### src/rtl/fetch_queue.sv
// fetch_queue: prefetching instruction-fetch front end for the RV32I core.
// Ports: clk, reset (sync, active-high); imem_req/imem_addr/imem_rdata
// (1-cycle read memory); redirect_valid/redirect_pc (flush + restart);
// out_valid/out_ready/out_pc/out_insn (decode handshake); count (occupancy).
module fetch_queue #(
    parameter int unsigned       DWIDTH   = 32,
    parameter int unsigned       DEPTH    = 4,
    parameter logic [DWIDTH-1:0] RESET_PC = 32'h0100_0000
) (
    input  logic                   clk,
    input  logic                   reset,
    output logic                   imem_req,
    output logic [DWIDTH-1:0]      imem_addr,
    input  logic [DWIDTH-1:0]      imem_rdata,
    input  logic                   redirect_valid,
    input  logic [DWIDTH-1:0]      redirect_pc,
    output logic                   out_valid,
    input  logic                   out_ready,
    output logic [DWIDTH-1:0]      out_pc,
    output logic [DWIDTH-1:0]      out_insn,
    output logic [$clog2(DEPTH):0] count
);

    localparam int unsigned AW = $clog2(DEPTH);
    localparam int unsigned CW = AW + 1;

    logic [DWIDTH-1:0] fetch_pc_q, fetch_pc_d;
    logic              inflight_q, inflight_d;
    logic [DWIDTH-1:0] inflight_pc_q, inflight_pc_d;
    logic [AW-1:0]     head_q, head_d;
    logic [AW-1:0]     tail_q, tail_d;
    logic [CW-1:0]     count_q, count_d;

    logic [DWIDTH-1:0] mem_pc   [DEPTH];
    logic [DWIDTH-1:0] mem_insn [DEPTH];

    logic          issue;
    logic          push;
    logic          pop;
    logic [CW:0]   credit;
    logic          unused_pc_lsb;

    assign unused_pc_lsb = ^redirect_pc[1:0];

    // Occupancy plus the read in flight must fit, so a returning
    // response always has a free slot.
    assign credit = {1'b0, count_q} + {{CW{1'b0}}, inflight_q};
    assign issue  = !reset && !redirect_valid
                 && (credit < (CW+1)'(DEPTH));
    assign push   = inflight_q && !redirect_valid && !reset;

    assign out_valid = !reset && (count_q != '0);
    assign pop       = out_valid && out_ready;

    assign imem_req  = issue;
    assign imem_addr = reset ? RESET_PC : fetch_pc_q;
    assign out_pc    = out_valid ? mem_pc[head_q]   : '0;
    assign out_insn  = out_valid ? mem_insn[head_q] : '0;
    assign count     = reset ? '0 : count_q;

    always_comb begin
        fetch_pc_d    = fetch_pc_q;
        inflight_d    = issue;
        inflight_pc_d = issue ? fetch_pc_q : inflight_pc_q;
        head_d        = head_q;
        tail_d        = tail_q;
        count_d       = count_q;
        if (redirect_valid) begin
            // Flush: a pop this cycle is simply absorbed by the clear.
            fetch_pc_d = {redirect_pc[DWIDTH-1:2], 2'b00};
            head_d     = '0;
            tail_d     = '0;
            count_d    = '0;
        end else begin
            if (issue) fetch_pc_d = fetch_pc_q + DWIDTH'(4);
            if (push)  tail_d     = tail_q + AW'(1);
            if (pop)   head_d     = head_q + AW'(1);
            if (push && !pop)      count_d = count_q + CW'(1);
            else if (pop && !push) count_d = count_q - CW'(1);
        end
    end

    always_ff @(posedge clk) begin
        if (reset) begin
            fetch_pc_q    <= RESET_PC;
            inflight_q    <= 1'b0;
            inflight_pc_q <= '0;
            head_q        <= '0;
            tail_q        <= '0;
            count_q       <= '0;
        end else begin
            fetch_pc_q    <= fetch_pc_d;
            inflight_q    <= inflight_d;
            inflight_pc_q <= inflight_pc_d;
            head_q        <= head_d;
            tail_q        <= tail_d;
            count_q       <= count_d;
        end
    end

    // Storage needs no reset; entries are only read when counted valid.
    always_ff @(posedge clk) begin
        if (push) begin
            mem_pc[tail_q]   <= inflight_pc_q;
            mem_insn[tail_q] <= imem_rdata;
        end
    end

endmodule
### config.mk
export PLATFORM = sky130hd
export DESIGN_NAME = fetch_queue
export DESIGN_NICKNAME = d
export VERILOG_FILES = /design/src/rtl/fetch_queue.sv
export SDC_FILE = /design/constraint.sdc
export NUM_CORES = 1
export LEC_CHECK = 0
export CORE_MARGIN = 2
export CORE_UTILIZATION = 50
export CTS_CLUSTER_SIZE = 14
export DETAILED_ROUTE_END_ITERATION = 12
export GPL_ROUTABILITY_DRIVEN = 0
export PLACE_DENSITY = 0.74
export SLEW_MARGIN = 25
export SYNTH_ARGS = -nofsm -noshare
export SYNTH_HDL_FRONTEND = slang
export SYNTH_SLANG_ARGS = --single-unit
### constraint.sdc
create_clock -name clk -period 3.45 [get_ports clk]
set_input_delay 0.8625 -clock clk [delete_from_list [all_inputs] [get_ports clk]]
set_output_delay 0.8625 -clock clk [all_outputs]
set_load 0.005 [all_outputs]
==> results.json, run 1 <==
{
  "maxCapViolCount": 0,
  "max_stage_delay_ps": 610,
  "core_um2": 25300,
  "synth_ff_type": "edfxtp_1",
  "p_leak_nw": 5.35,
  "status": "complete, no violations",
  "cp_top_family": "buffers and inverters",
  "numCtsBuffers": 34,
  "whs_ps": 491,
  "fin_crit_sh": 0.963,
  "arrival_ps": 2460,
  "critical_path_class": "reg -> out",
  "placedCellCount": 1311,
  "ir_drop_uv": 412,
  "grt_first_pass_wirelength_mm": 41.3,
  "syn_area_per_cell_um2": 15.1,
  "stdcell_count": 1373,
  "final_util": 0.638,
  "cts_setup_buffers": 0,
  "slew_headroom": 0.371,
  "dieArea_um2": 27100,
  "fin_skew_ps": 8.62,
  "antenna_found_initial": 0,
  "ctsRootBufferMaster": "clkbuf_16",
  "ant_nets": 0,
  "setup_violations": 0,
  "cp_max_fo": 48,
  "cpMaxStageDelayCell": "mux4_2",
  "cts_resized": 0,
  "startpoint_type": "register",
  "h-tree-depth": 2,
  "synth-edff-count": 248,
  "worstPathRequired_ps": 2590,
  "die_h_um": 165,
  "clock_path_buffers": 3,
  "die_x_um": 165,
  "clk_transition_reported_paths_ps": 60,
  "first_pass_iters": 5,
  "clock-sinks": 318,
  "netlist_area_um2": 12900,
  "drv_slew": 0,
  "vias": 7659,
  "max_freq_mhz": 301,
  "port-buffer-count": 162,
  "nFillCells": 1827,
  "vias_per_cell": 5.58,
  "syn_inst": 851,
  "cts_hold_buf": 0,
  "grt_use_total": 0.199,
  "cts_tree": "done",
  "hold_path_class": "reg -> reg",
  "async_reset_ff_frac": 0,
  "grt_max_degree": 92,
  "tightestPinTransition_ps": 935,
  "initial_core_util": 0.511,
  "wl_per_cell_um": 19.3,
  "end_kind": "output port",
  "drc": 0,
  "rsz0062_at_grt": "false",
  "synth_cell_type_count": 49,
  "drt-total-wl_mm": 26.5,
  "final_hold_viol_count": 0,
  "power.density_nw_per_um2": 504,
  "grt_pass1_vias": 7583,
  "overflow": 0,
  "finalSetupTns_ps": 0,
  "antenna_cells": 0,
  "pin_count": 169,
  "drive_above_1_share": 0.140,
  "fin_nets": 1092,
  "crit_path_cell_trace": "buf_12 -> mux4_2 -> and2_1 -> clkdlybuf4s50_1",
  "worstSkewPairLatency_ps": 500,
  "drt_iter0_markers": 441,
  "period_needed_ps": 3320,
  "ys_ff_latch": 318,
  "rows": 58,
  "yosysWarnings": 0,
  "yosysSeqAreaShare": 0.686,
  "place_hpwl_mm": 16.7,
  "syn_to_final_growth_pct": 25.1,
  "cp.buffers_inverters": 2
}
[cells in the final DEF, fill, tap and decap left out, types with 5 or more instances in the layout]
cell type / instances
a211oi_1: 8
a21oi_1: 39
a311oi_1: 9
and2_1: 64
and3_1: 7
buf_12: 9
buf_4: 17
clkbuf_1: 7
clkbuf_16: 37
clkdlybuf4s50_1: 161
clkinv_1: 11
dfxtp_1: 68
edfxtp_1: 248
ha_1: 6
inv_1: 9
mux4_2: 62
nand2_1: 85
nand3_1: 14
nand4_1: 8
nor2_1: 28
nor2b_1: 33
nor3_1: 8
nor4_1: 5
o21ai_0: 6
o31ai_1: 5
or3_1: 8
or4_1: 12
xnor2_1: 6
xor2_1: 6
[cells in the mapped netlist (6+ instances only)]
library cell | number | share of area
or4_1 | 12 | 0.0070
xor2_1 | 6 | 0.0041
nand3_1 | 14 | 0.0054
ha_1 | 6 | 0.0058
a311oi_1 | 9 | 0.0061
o21ai_0 | 6 | 0.0023
and2_1 | 64 | 0.031
a21oi_1 | 39 | 0.015
nor2_1 | 28 | 0.0082
mux4_2 | 62 | 0.11
nand2_1 | 85 | 0.025
nor3_1 | 8 | 0.0031
and3_1 | 11 | 0.0053
edfxtp_1 | 248 | 0.58
nor2b_1 | 33 | 0.016
xnor2_1 | 6 | 0.0041
buf_2 | 9 | 0.0035
nand4_1 | 8 | 0.0039
a211oi_1 | 8 | 0.0047
inv_1 | 9 | 0.0026
dfxtp_1 | 70 | 0.11
or3_1 | 9 | 0.0044
clkbuf_1 | 43 | 0.013
[layer usage]
layer | up-vias | part of all wire | global-route usage
met4 | 0 | 0.019 | 0.0534
li1 | 3583 | - | -
met1 | 3757 | 0.45 | 0.289
met3 | 36 | 0.067 | 0.0367
met2 | 283 | 0.46 | 0.312
met5 | - | 0 | 0
[path summary, 6_finish.rpt]
path,from,endpoint,slack [ps],cells after the start
hold / removal,head_q[1],register,490,2
setup reg to reg,fetch_pc_q[19],fetch_pc_q[31],1080,4
hold reg to reg,head_q[1],register,490,2
setup / recovery,register,out_pc[7],130,4
[worst register-to-register path, stage by stage, from the launching register on]
cell and delay [ps]:
dfxtp_1 430, nand4_1 230, or4_1 790, or4b_2 750
o221ai_1 90
[cell type report]
cell class	instances	area (um2)	share of cell area
flip-flops and latches	318	8860	0.549
multi-input cells	465	3780	0.235
repair buffers	188	1920	0.119
clock buffers	47	993	0.0616
well taps	330	413	0.0256
clock inverters	15	115	0.00714
inverters	10	37.5	0.00233
[report_power, final]
part	total, mW	switching (mW)	internal, mW
clock network	3.54	1.38	2.16
registers	4.23	0.0633	4.16
logic	0.355	0.165	0.190
[registers in the layout, summed over array words and instances (netlist names), named ones only]
signal / cells
mem_insn: 128
mem_pc: 120
fetch_pc_q: 30
inflight_pc_q: 30
count_q: 3
head_q: 2
tail_q: 2
inflight_q: 1
[logic make-up after synthesis]
| logic type | synth area share |
|---|---|
| flip-flops | 0.686 |
| AND/OR/NAND/NOR | 0.118 |
| AO/OA/AOI/OAI | 0.0452 |
| buffers and inverters | 0.0227 |
| multiplexers | 0.112 |
| XOR/XNOR | 0.00815 |
| adder cells (fa/ha/maj) | 0.00738 |
| other | 0.000291 |
[metrics by stage]
stage | instance area [um2] | setup slack [ps] | total power [mW]
after detailed placement | 15000 | 138 | 4.66
final | 16100 | 128 | 8.12
after CTS | 16100 | 70.6 | 8.19
after global routing | 16100 | 8.65 | 8.38
after global placement | 15000 | 159 | 4.65
after floorplan | 12900 | 194 | 4.45
Note: power is estimated with default switching activity, not from simulation.
==> run 2, diff against run 1 <==
--- a/config.mk
+++ b/config.mk
@@ -10,6 +10,7 @@
 export CTS_CLUSTER_SIZE = 14
 export DETAILED_ROUTE_END_ITERATION = 12
 export GPL_ROUTABILITY_DRIVEN = 0
+export GPL_TIMING_DRIVEN = 0
 export PLACE_DENSITY = 0.74
 export SLEW_MARGIN = 25
 export SYNTH_ARGS = -nofsm -noshare
==> results.json, run 2 (synthesized netlist as in run 1, its figures left out) <==
{
  "final_cell_mix": "edfxtp_1 (248), clkdlybuf4s50_1 (158), nand2_1 (85)",
  "met2RoutedLength_mm": 13.3,
  "antenna_cells": 0,
  "slew_headroom": 0.383,
  "drive_above_1_share": 0.150,
  "nFillCells": 1786,
  "rsz0062_at_grt": "false",
  "r2r_end": "count_q[2]",
  "cp_top_family": "buffers and inverters",
  "cp.buffers_inverters": 4,
  "clock-sinks": 318,
  "die_h_um": 165,
  "period_needed_ps": 3380,
  "cpMaxStageDelayCell": "clkdlybuf4s50_1",
  "p_leak_nw": 5.45,
  "grt_first_pass_wirelength_mm": 43.5,
  "grt_use_total": 0.210,
  "r2r_start": "count_q[1]",
  "min_from": "inflight_pc_q[6]",
  "fin_crit_sh": 0.981,
  "cts_tree": "done",
  "port-buffer-count": 162,
  "stdcell_count": 1411,
  "dieArea_um2": 27100,
  "reg.largest.list": "mem_insn (128), mem_pc (120)",
  "reg2reg_depth": 8,
  "cp_max_fo": 10,
  "critical_path_class": "reg -> out",
  "drt_iter0_markers": 726,
  "layout.cells.most_common": "edfxtp_1",
  "crit_path_cell_trace": "clkbuf_1 -> a31oi_1 -> buf_2 -> nand2_1 -> clkinvlp_4 -> clkdlybuf4s50_1",
  "path_depth": 6,
  "hold_depth": 2,
  "met3_length_mm": 2.11,
  "cts_hold_buf": 0,
  "hold_path_class": "reg -> reg",
  "initial_core_util": 0.511,
  "maxCapViolCount": 0,
  "final_hold_viol_count": 0,
  "clock_path_buffers": 3,
  "worstSkewPairLatency_ps": 510,
  "ir_drop_uv": 272,
  "ctsRootBufferMaster": "clkbuf_16",
  "end_kind": "output port",
  "status": "complete, no violations",
  "place_hpwl_mm": 18.2,
  "final_util": 0.646,
  "startpoint_type": "register",
  "wl_met1_mm": 12.2,
  "max_freq_mhz": 296,
  "fin_nets": 1131,
  "rows": 58,
  "antenna_found_initial": 0,
  "clk_transition_reported_paths_ps": 60,
  "grt_pass1_vias": 7792,
  "power.density_nw_per_um2": 504,
  "drv_slew": 0,
  "max_stage_delay_ps": 520,
  "grt_max_degree": 44,
  "h-tree-depth": 2,
  "drc": 0,
  "largest_reg_flops": 128,
  "whs_ps": 496,
  "vias_per_cell": 5.62,
  "drt-total-wl_mm": 28.0,
  "numCtsBuffers": 34,
  "min_to": "inflight_pc_q[6]",
  "core_um2": 25300,
  "syn_to_final_growth_pct": 26.6,
  "top_register": "mem_insn",
  "tightestPinTransition_ps": 917,
  "ant_nets": 0,
  "pin_count": 169,
  "vias": 7927,
  "setup_violations": 0,
  "r2r_setup_slack_ps": 710,
  "top_layer_used": "met4",
  "wl_per_cell_um": 19.9,
  "die_x_um": 165,
  "placedCellCount": 1350,
  "overflow": 0,
  "worstPathRequired_ps": 2590,
  "first_pass_iters": 5,
  "fin_skew_ps": 22.2,
  "arrival_ps": 2520
}
## run 2: changes by cell type in the layout (fill, tap and decap cells not counted), moves of 4 or more
cell,before,now
clkinv_1,11,7
buf_16,0,4
buf_4,17,13
clkbuf_1,7,34
buf_12,9,0
clkbuf_2,0,8
## run 2: final cells by class
type | count | area (um2) | area share
clock buffer | 43 | 916 | 0.0561
clock inverter | 18 | 210 | 0.0129
sequential | 318 | 8850 | 0.542
multi-input combinational | 465 | 3800 | 0.233
buffer | 57 | 330 | 0.0202
inverter | 10 | 41.3 | 0.00253
timing repair buffer | 170 | 1760 | 0.108
tap | 330 | 413 | 0.0253
## run 2: timing repair
action | CTS | global route
pin swaps | 1 | 1
gates cloned | 1 | 0
resized for setup | 41 | 6
setup endpoints to repair | 93 | 48
buffers inserted | 3 | 0
## run 2: report_power, final
part | internal (mW) | leakage [nW] | switching [mW] | total, mW
combinational | 0.199 | 1.91 | 0.189 | 0.389
clock | 2.19 | 0.542 | 1.43 | 3.62
sequential | 4.17 | 2.99 | 0.0542 | 4.22
## run 2: worst register-to-register path: stages (launching register included)
cell and delay [ps]:
dfxtp_1 360, nor2b_2 190, o31ai_1 760, ha_1 330, inv_1 60, fa_1 370, xor2_1 160, or3_1 300
a21oi_1 140
## run 2: stage by stage
| step | setup slack (ps) | total power [mW] | area [um2] | setup TNS, ps |
|---|---|---|---|---|
| finish | 66.0 | 8.23 | 16300 | 0 |
| global route | 0.679 | 8.48 | 16300 | 0 |
| CTS | 24.5 | 8.28 | 16300 | 0 |
| detailed placement | -1060 | 4.68 | 15100 | -52270 |
| global placement | -1780 | 4.66 | 14900 | -485330 |
| floorplan | 194 | 4.45 | 12900 | 0 |
## run 2: worst max path at each step
stage | endpoint | startpoint
2_1_floorplan | mem_insn[0][0] | reset
3_3_place_gp | mem_insn[0][24] | reset
3_5_place_dp | imem_req | reset
4_1_cts | out_pc[22] | reset
5_1_grt | out_pc[22] | register
6_report | imem_req | inflight_q
## run 2: routing by layer
| metal | vias to the layer above | global-route usage |
|---|---|---|
| met5 | - | 0 |
| met4 | 0 | 0.0470 |
| met3 | 36 | 0.0374 |
| met2 | 334 | 0.336 |
| met1 | 3887 | 0.304 |
| li1 | 3670 | - |
